--- src/rtl/mc_control.sv ---
// Multicycle MIPS-subset control FSM (Moore; pc_en in BRANCH follows the zero flag).
// Optional feature macro: MC_CONTROL_JUMP_EN adds the JUMP state for op 000010.
module mc_control #(
    parameter int unsigned ILLEGAL_HALT = 0
) (
    input  logic       clk,
    input  logic       rst_n,
    input  logic [5:0] op,
    input  logic [5:0] funct,
    input  logic       zero,
    output logic [3:0] aluop,
    output logic [1:0] alusrca,
    output logic [2:0] alusrcb,
    output logic       pc_en,
    output logic [1:0] pcsource,
    output logic       iord,
    output logic       memread,
    output logic       memwrite,
    output logic       irwrite,
    output logic       regwrite,
    output logic       regdst,
    output logic       memtoreg,
    output logic       instr_done,
    output logic       illegal,
    output logic [3:0] dbg_state_o
);

    typedef enum logic [3:0] {
        S_RST     = 4'd0,
        S_FETCH   = 4'd1,
        S_DECODE  = 4'd2,
        S_MEM_ADR = 4'd3,
        S_MEM_RD  = 4'd4,
        S_MEM_WB  = 4'd5,
        S_MEM_WR  = 4'd6,
        S_R_EXE   = 4'd7,
        S_R_WB    = 4'd8,
        S_BRANCH  = 4'd9,
        S_I_EXE   = 4'd10,
        S_I_WB    = 4'd11,
`ifdef MC_CONTROL_JUMP_EN
        S_JUMP    = 4'd12,
`endif
        S_HALT    = 4'd13
    } state_t;

    localparam logic [5:0] OP_RTYPE = 6'b000000;
    localparam logic [5:0] OP_LW    = 6'b100011;
    localparam logic [5:0] OP_SW    = 6'b101011;
    localparam logic [5:0] OP_BEQ   = 6'b000100;
    localparam logic [5:0] OP_ORI   = 6'b001101;
    localparam logic [5:0] OP_LUI   = 6'b001111;
`ifdef MC_CONTROL_JUMP_EN
    localparam logic [5:0] OP_J     = 6'b000010;
`endif

    localparam logic [5:0] F_ADDU = 6'b100001;
    localparam logic [5:0] F_SUBU = 6'b100011;
    localparam logic [5:0] F_AND  = 6'b100100;
    localparam logic [5:0] F_OR   = 6'b100101;
    localparam logic [5:0] F_SLT  = 6'b101010;

    localparam logic [3:0] ALU_ADD = 4'd2;
    localparam logic [3:0] ALU_SUB = 4'd3;
    localparam logic [3:0] ALU_AND = 4'd4;
    localparam logic [3:0] ALU_OR  = 4'd5;
    localparam logic [3:0] ALU_SLT = 4'd12;

    // Where DECODE goes on an unsupported instruction.
    localparam state_t S_ILLEGAL_NEXT = (ILLEGAL_HALT != 0) ? S_HALT : S_FETCH;

    state_t state_q, state_d;
    logic   funct_ok;

    always_ff @(posedge clk) begin
        if (!rst_n) begin
            state_q <= S_RST;
        end else begin
            state_q <= state_d;
        end
    end

    assign dbg_state_o = state_q;

    always_comb begin
        funct_ok = 1'b0;
        case (funct)
            F_ADDU, F_SUBU, F_AND, F_OR, F_SLT: funct_ok = 1'b1;
            default:                            funct_ok = 1'b0;
        endcase
    end

    always_comb begin
        state_d    = state_q;
        aluop      = 4'd0;
        alusrca    = 2'd0;
        alusrcb    = 3'd0;
        pc_en      = 1'b0;
        pcsource   = 2'd0;
        iord       = 1'b0;
        memread    = 1'b0;
        memwrite   = 1'b0;
        irwrite    = 1'b0;
        regwrite   = 1'b0;
        regdst     = 1'b0;
        memtoreg   = 1'b0;
        instr_done = 1'b0;
        illegal    = 1'b0;

        case (state_q)
            S_RST: state_d = S_FETCH;
            S_FETCH: begin
                memread = 1'b1;
                irwrite = 1'b1;
                alusrcb = 3'd1;
                aluop   = ALU_ADD;
                pc_en   = 1'b1;
                state_d = S_DECODE;
            end
            S_DECODE: begin
                // ALU precomputes the branch target while the opcode is examined.
                alusrcb = 3'd3;
                aluop   = ALU_ADD;
                case (op)
                    OP_LW, OP_SW:   state_d = S_MEM_ADR;
                    OP_BEQ:         state_d = S_BRANCH;
                    OP_ORI, OP_LUI: state_d = S_I_EXE;
`ifdef MC_CONTROL_JUMP_EN
                    OP_J:           state_d = S_JUMP;
`endif
                    OP_RTYPE: begin
                        if (funct_ok) begin
                            state_d = S_R_EXE;
                        end else begin
                            illegal = 1'b1;
                            state_d = S_ILLEGAL_NEXT;
                        end
                    end
                    default: begin
                        illegal = 1'b1;
                        state_d = S_ILLEGAL_NEXT;
                    end
                endcase
            end
            S_MEM_ADR: begin
                alusrca = 2'd1;
                alusrcb = 3'd2;
                aluop   = ALU_ADD;
                state_d = (op == OP_LW) ? S_MEM_RD : S_MEM_WR;
            end
            S_MEM_RD: begin
                memread = 1'b1;
                iord    = 1'b1;
                state_d = S_MEM_WB;
            end
            S_MEM_WB: begin
                regwrite   = 1'b1;
                memtoreg   = 1'b1;
                instr_done = 1'b1;
                state_d    = S_FETCH;
            end
            S_MEM_WR: begin
                memwrite   = 1'b1;
                iord       = 1'b1;
                instr_done = 1'b1;
                state_d    = S_FETCH;
            end
            S_R_EXE: begin
                alusrca = 2'd1;
                case (funct)
                    F_ADDU:  aluop = ALU_ADD;
                    F_SUBU:  aluop = ALU_SUB;
                    F_AND:   aluop = ALU_AND;
                    F_OR:    aluop = ALU_OR;
                    F_SLT:   aluop = ALU_SLT;
                    default: aluop = 4'd0;
                endcase
                state_d = S_R_WB;
            end
            S_R_WB: begin
                regwrite   = 1'b1;
                regdst     = 1'b1;
                instr_done = 1'b1;
                state_d    = S_FETCH;
            end
            S_BRANCH: begin
                alusrca    = 2'd1;
                aluop      = ALU_SUB;
                pcsource   = 2'd1;
                pc_en      = zero;
                instr_done = 1'b1;
                state_d    = S_FETCH;
            end
            S_I_EXE: begin
                aluop = ALU_OR;
                if (op == OP_LUI) begin
                    alusrca = 2'd2;
                    alusrcb = 3'd5;
                end else begin
                    alusrca = 2'd1;
                    alusrcb = 3'd4;
                end
                state_d = S_I_WB;
            end
            S_I_WB: begin
                regwrite   = 1'b1;
                instr_done = 1'b1;
                state_d    = S_FETCH;
            end
`ifdef MC_CONTROL_JUMP_EN
            S_JUMP: begin
                pc_en      = 1'b1;
                pcsource   = 2'd2;
                instr_done = 1'b1;
                state_d    = S_FETCH;
            end
`endif
            S_HALT:  state_d = S_HALT;
            default: state_d = S_RST;
        endcase
    end

endmodule

--- config.mk ---
export PLATFORM = sky130hd
export DESIGN_NAME = mc_control
export DESIGN_NICKNAME = d
export VERILOG_FILES = /design/src/rtl/mc_control.sv
export SDC_FILE = /design/constraint.sdc
export NUM_CORES = 1
export LEC_CHECK = 0
export CAP_MARGIN = 15
export CORE_AREA = 2 2 41 43
export DETAILED_ROUTE_END_ITERATION = 12
export DIE_AREA = 0 0 43 45
export DONT_BUFFER_PORTS = 1
export PLACE_DENSITY = 0.6
export SYNTH_ARGS = -nofsm -noshare
export SYNTH_HDL_FRONTEND = slang
export SYNTH_SLANG_ARGS = --single-unit
export TNS_END_PERCENT = 20
--- constraint.sdc ---
create_clock -name clk -period 2.29 [get_ports clk]
set_clock_uncertainty 0.15 [all_clocks]
set_input_delay 0.3435 -clock clk [delete_from_list [all_inputs] [get_ports clk]]
set_output_delay 0.3435 -clock clk [all_outputs]
set_load 0.02 [all_outputs]
==> summary.txt <==
Synth Register Bits: 4
Die span in x: 43 µm
Port Buffers: 0
Ys Warns: 0
Status: finished, final reports clean
Startpoint types: register
Core Box Area: 1470 µm²
CP Cell Sequence: nand2b_1 > nor2_1 > a21oi_1 > mux2i_1 > buf_4
Post-synthesis sequential area ratio: 12.4%
Max Clk Rate: 482 MHz
Gr usage total: 20.7%
Number of synthesized flops with an enable pin: 0
RePlAce Congestion: 0.855
Via density: 6.12
Arrival time at the worst endpoint: 1.58 ns
XOR/XNOR Fraction of Synth Area: 4.05%
Mapped cell area: 648 µm²
Synth top area cells: dfxtp_1 (12%), nor2_1 (8.1%), nor3_1 (6.9%)
Post-synthesis mux area share: 1.54%
Number of routed nets with antenna violations: 0
Maximum VDD drop: 0.257 mV
Wire per inst: 14.5 µm
Synth Area in Compound Gates: 29.2%
Final setup fails: 0
Largest register FFs: 4
Synth Area per Inst: 6.48 µm²
Top cell type by total area after synthesis: dfxtp_1
Placed Area: 777 µm²
Chip Height: 45 µm
Initial core utilization: 44.0%
Asr flop ratio synth: 0%
Post-route clock period utilization: 90.7%
DRC viols: 0
Clk Latency, worst-skew pair: 0.24 ns
Largest net degree at the start of global routing: 16
Final max-slew violation count: 0
CP max stage cell: dfxtp_1
WL final: 1.91 mm
CTS tree: built
Final HPWL DP: 1.50 mm
DRT iter0 DRCs: 25
Clock-pin transition on the worst setup and hold timing paths: 0.04 ns
WP data required: 1.80 ns
Post-synth top flop: dfxtp_1
Max-Cap Viols: 0
Vias post-DR: 808
Clk sinks: 4
Vias in the first global route: 738
Cells after Synth: 100
H-tree depth: 1
Mapped Nets: 115
DRT Pass-1 Iters: 4
GRT Residual Overflow: 0
Share of the synthesized area in the top cell type: 12.4%
Initial antenna violation count: 0
Main combinational cell family by area after synthesis: simple AND/OR/NAND/NOR gates
Share of cells above drive strength 1: 22.4%
RSZ-0062 raised after global routing: false
Power Density: 350 nW/µm²
Ant diodes: 0
Setup Total Neg Slack: 0 ns
CP max stage delay: 0.39 ns
Leakage: 0.318 nW
Synth Area in Adders: 0%
First-pass GRT wire length: 3.08 mm
Hold-fix buffers, CTS: 0
Num CTS Buffers: 3
Critical path class: register to output pin
I/O pin count: 40
Crit end category: output pin
Cell family with most CP delay: simple AND/OR/NAND/NOR gates
CTS max path bufs: 2
CP Max Fanout: 9
Area grow syn2layout: 23.6%
Hold Vio Cnt, Final: 0
Core Rows: 14
Clock root cell: clkbuf_4
Die ar.: 1940 µm²
Design Area, Final: 801 µm²
Fin crit period: 2.08 ns
HP Class: input pin to register
Final nets: 133
Netlist cell types: 39
Worst path bufs/invs: 1
Final core utilization: 54.4%
Simple-gate share of the synthesized area: 45.9%
==> stage by stage <==
stage	hold WS (ns)	power [W]	setup slack, ns	instances
after floorplan	0.343	0.000162	0.152	100
after global placement	0.350	0.000190	0.386	129
after detailed placement	0.351	0.000191	0.343	129
after CTS	0.0996	0.000283	0.123	132
after global routing	0.113	0.000300	0.0911	132
final	0.105	0.000280	0.213	132
==> routing by layer <==
metal,part of all wire (%),vias to the layer above,global-route usage (%)
met5,0,-,0
met2,49,33,35.5
li1,-,399,-
met3,6.1,3,2.00
met4,1.6,0,11.5
met1,43,373,25.7
==> power breakdown <==
group	total (W)	switching, W	leakage (nW)	internal (W)
logic	0.000111	0.0000668	0.271	0.0000446
clock network	0.0000893	0.0000306	0.0138	0.0000587
registers	0.0000793	0.00000594	0.0333	0.0000734
==> worst paths after layout <==
check,start,to,slack [ns],cells after the start
setup / recovery,dbg_state_o[2]$_SDFF_PN0_,alusrca[0],0.21,5
hold / removal,rst_n,dbg_state_o[0]$_SDFF_PN0_,0.11,2
setup reg to reg,dbg_state_o[2]$_SDFF_PN0_,dbg_state_o[2]$_SDFF_PN0_,0.59,5
hold reg to reg,dbg_state_o[1]$_SDFF_PN0_,dbg_state_o[0]$_SDFF_PN0_,0.53,2
==> synth_stat cells (all sizes together) (2+ instances only) <==
master	n
inv	2
nor3	9
clkbuf	4
nor2b	3
nor3b	2
a21o	2
o21ai	4
dfxtp	4
xnor2	3
nand3	2
o211ai	3
nand2b	7
a21oi	8
buf	2
nor2	14
nand2	9
nor4	2
==> worst register-to-register path: stages, from the launching register on <==
cell and delay [ns]:
dfxtp_1 0.39, buf_4 0.20, nand2b_1 0.16, nor2_1 0.36
o2111ai_1 0.21, a21oi_1 0.16
==> layout make-up <==
| class | instances | area (µm²) |
|---|---|---|
| sequential | 4 | 81.3 |
| clock buffer | 3 | 22.5 |
| fill | 162 | 671 |
| timing repair buffer | 19 | 143 |
| inverter | 2 | 7.51 |
| tap | 16 | 20.0 |
| multi-input combinational | 88 | 527 |
==> kinds of logic (layout without fill, tap and decap cells) <==
logic type                count (synthesis)  after routing
buffers and inverters                     8             24
and+or+nand+nor                          55             55
AOI/OAI and AO/OA                        28             28
other                                     1              1
xor gates and xnor gates                  3              3
muxes                                     1              1
DFF                                       4              4
==> cell usage in the layout (no fill, tap or decap), drive strengths merged, types with 2 or more instances in the layout <==
master  instances
buf            19
nor2           14
nor3            9
nand2           9
a21oi           8
nand2b          7
o21ai           4
dfxtp           4
nor2b           3
xnor2           3
o211ai          3
clkbuf          3
inv             2
nor3b           2
a21o            2
nand3           2
nor4            2
==> timing repair <==
item	CTS	global route
setup endpoints to repair	0	1
resized for setup	0	1
setup buffers	0	0
Note: power is estimated with default switching activity, not from simulation.
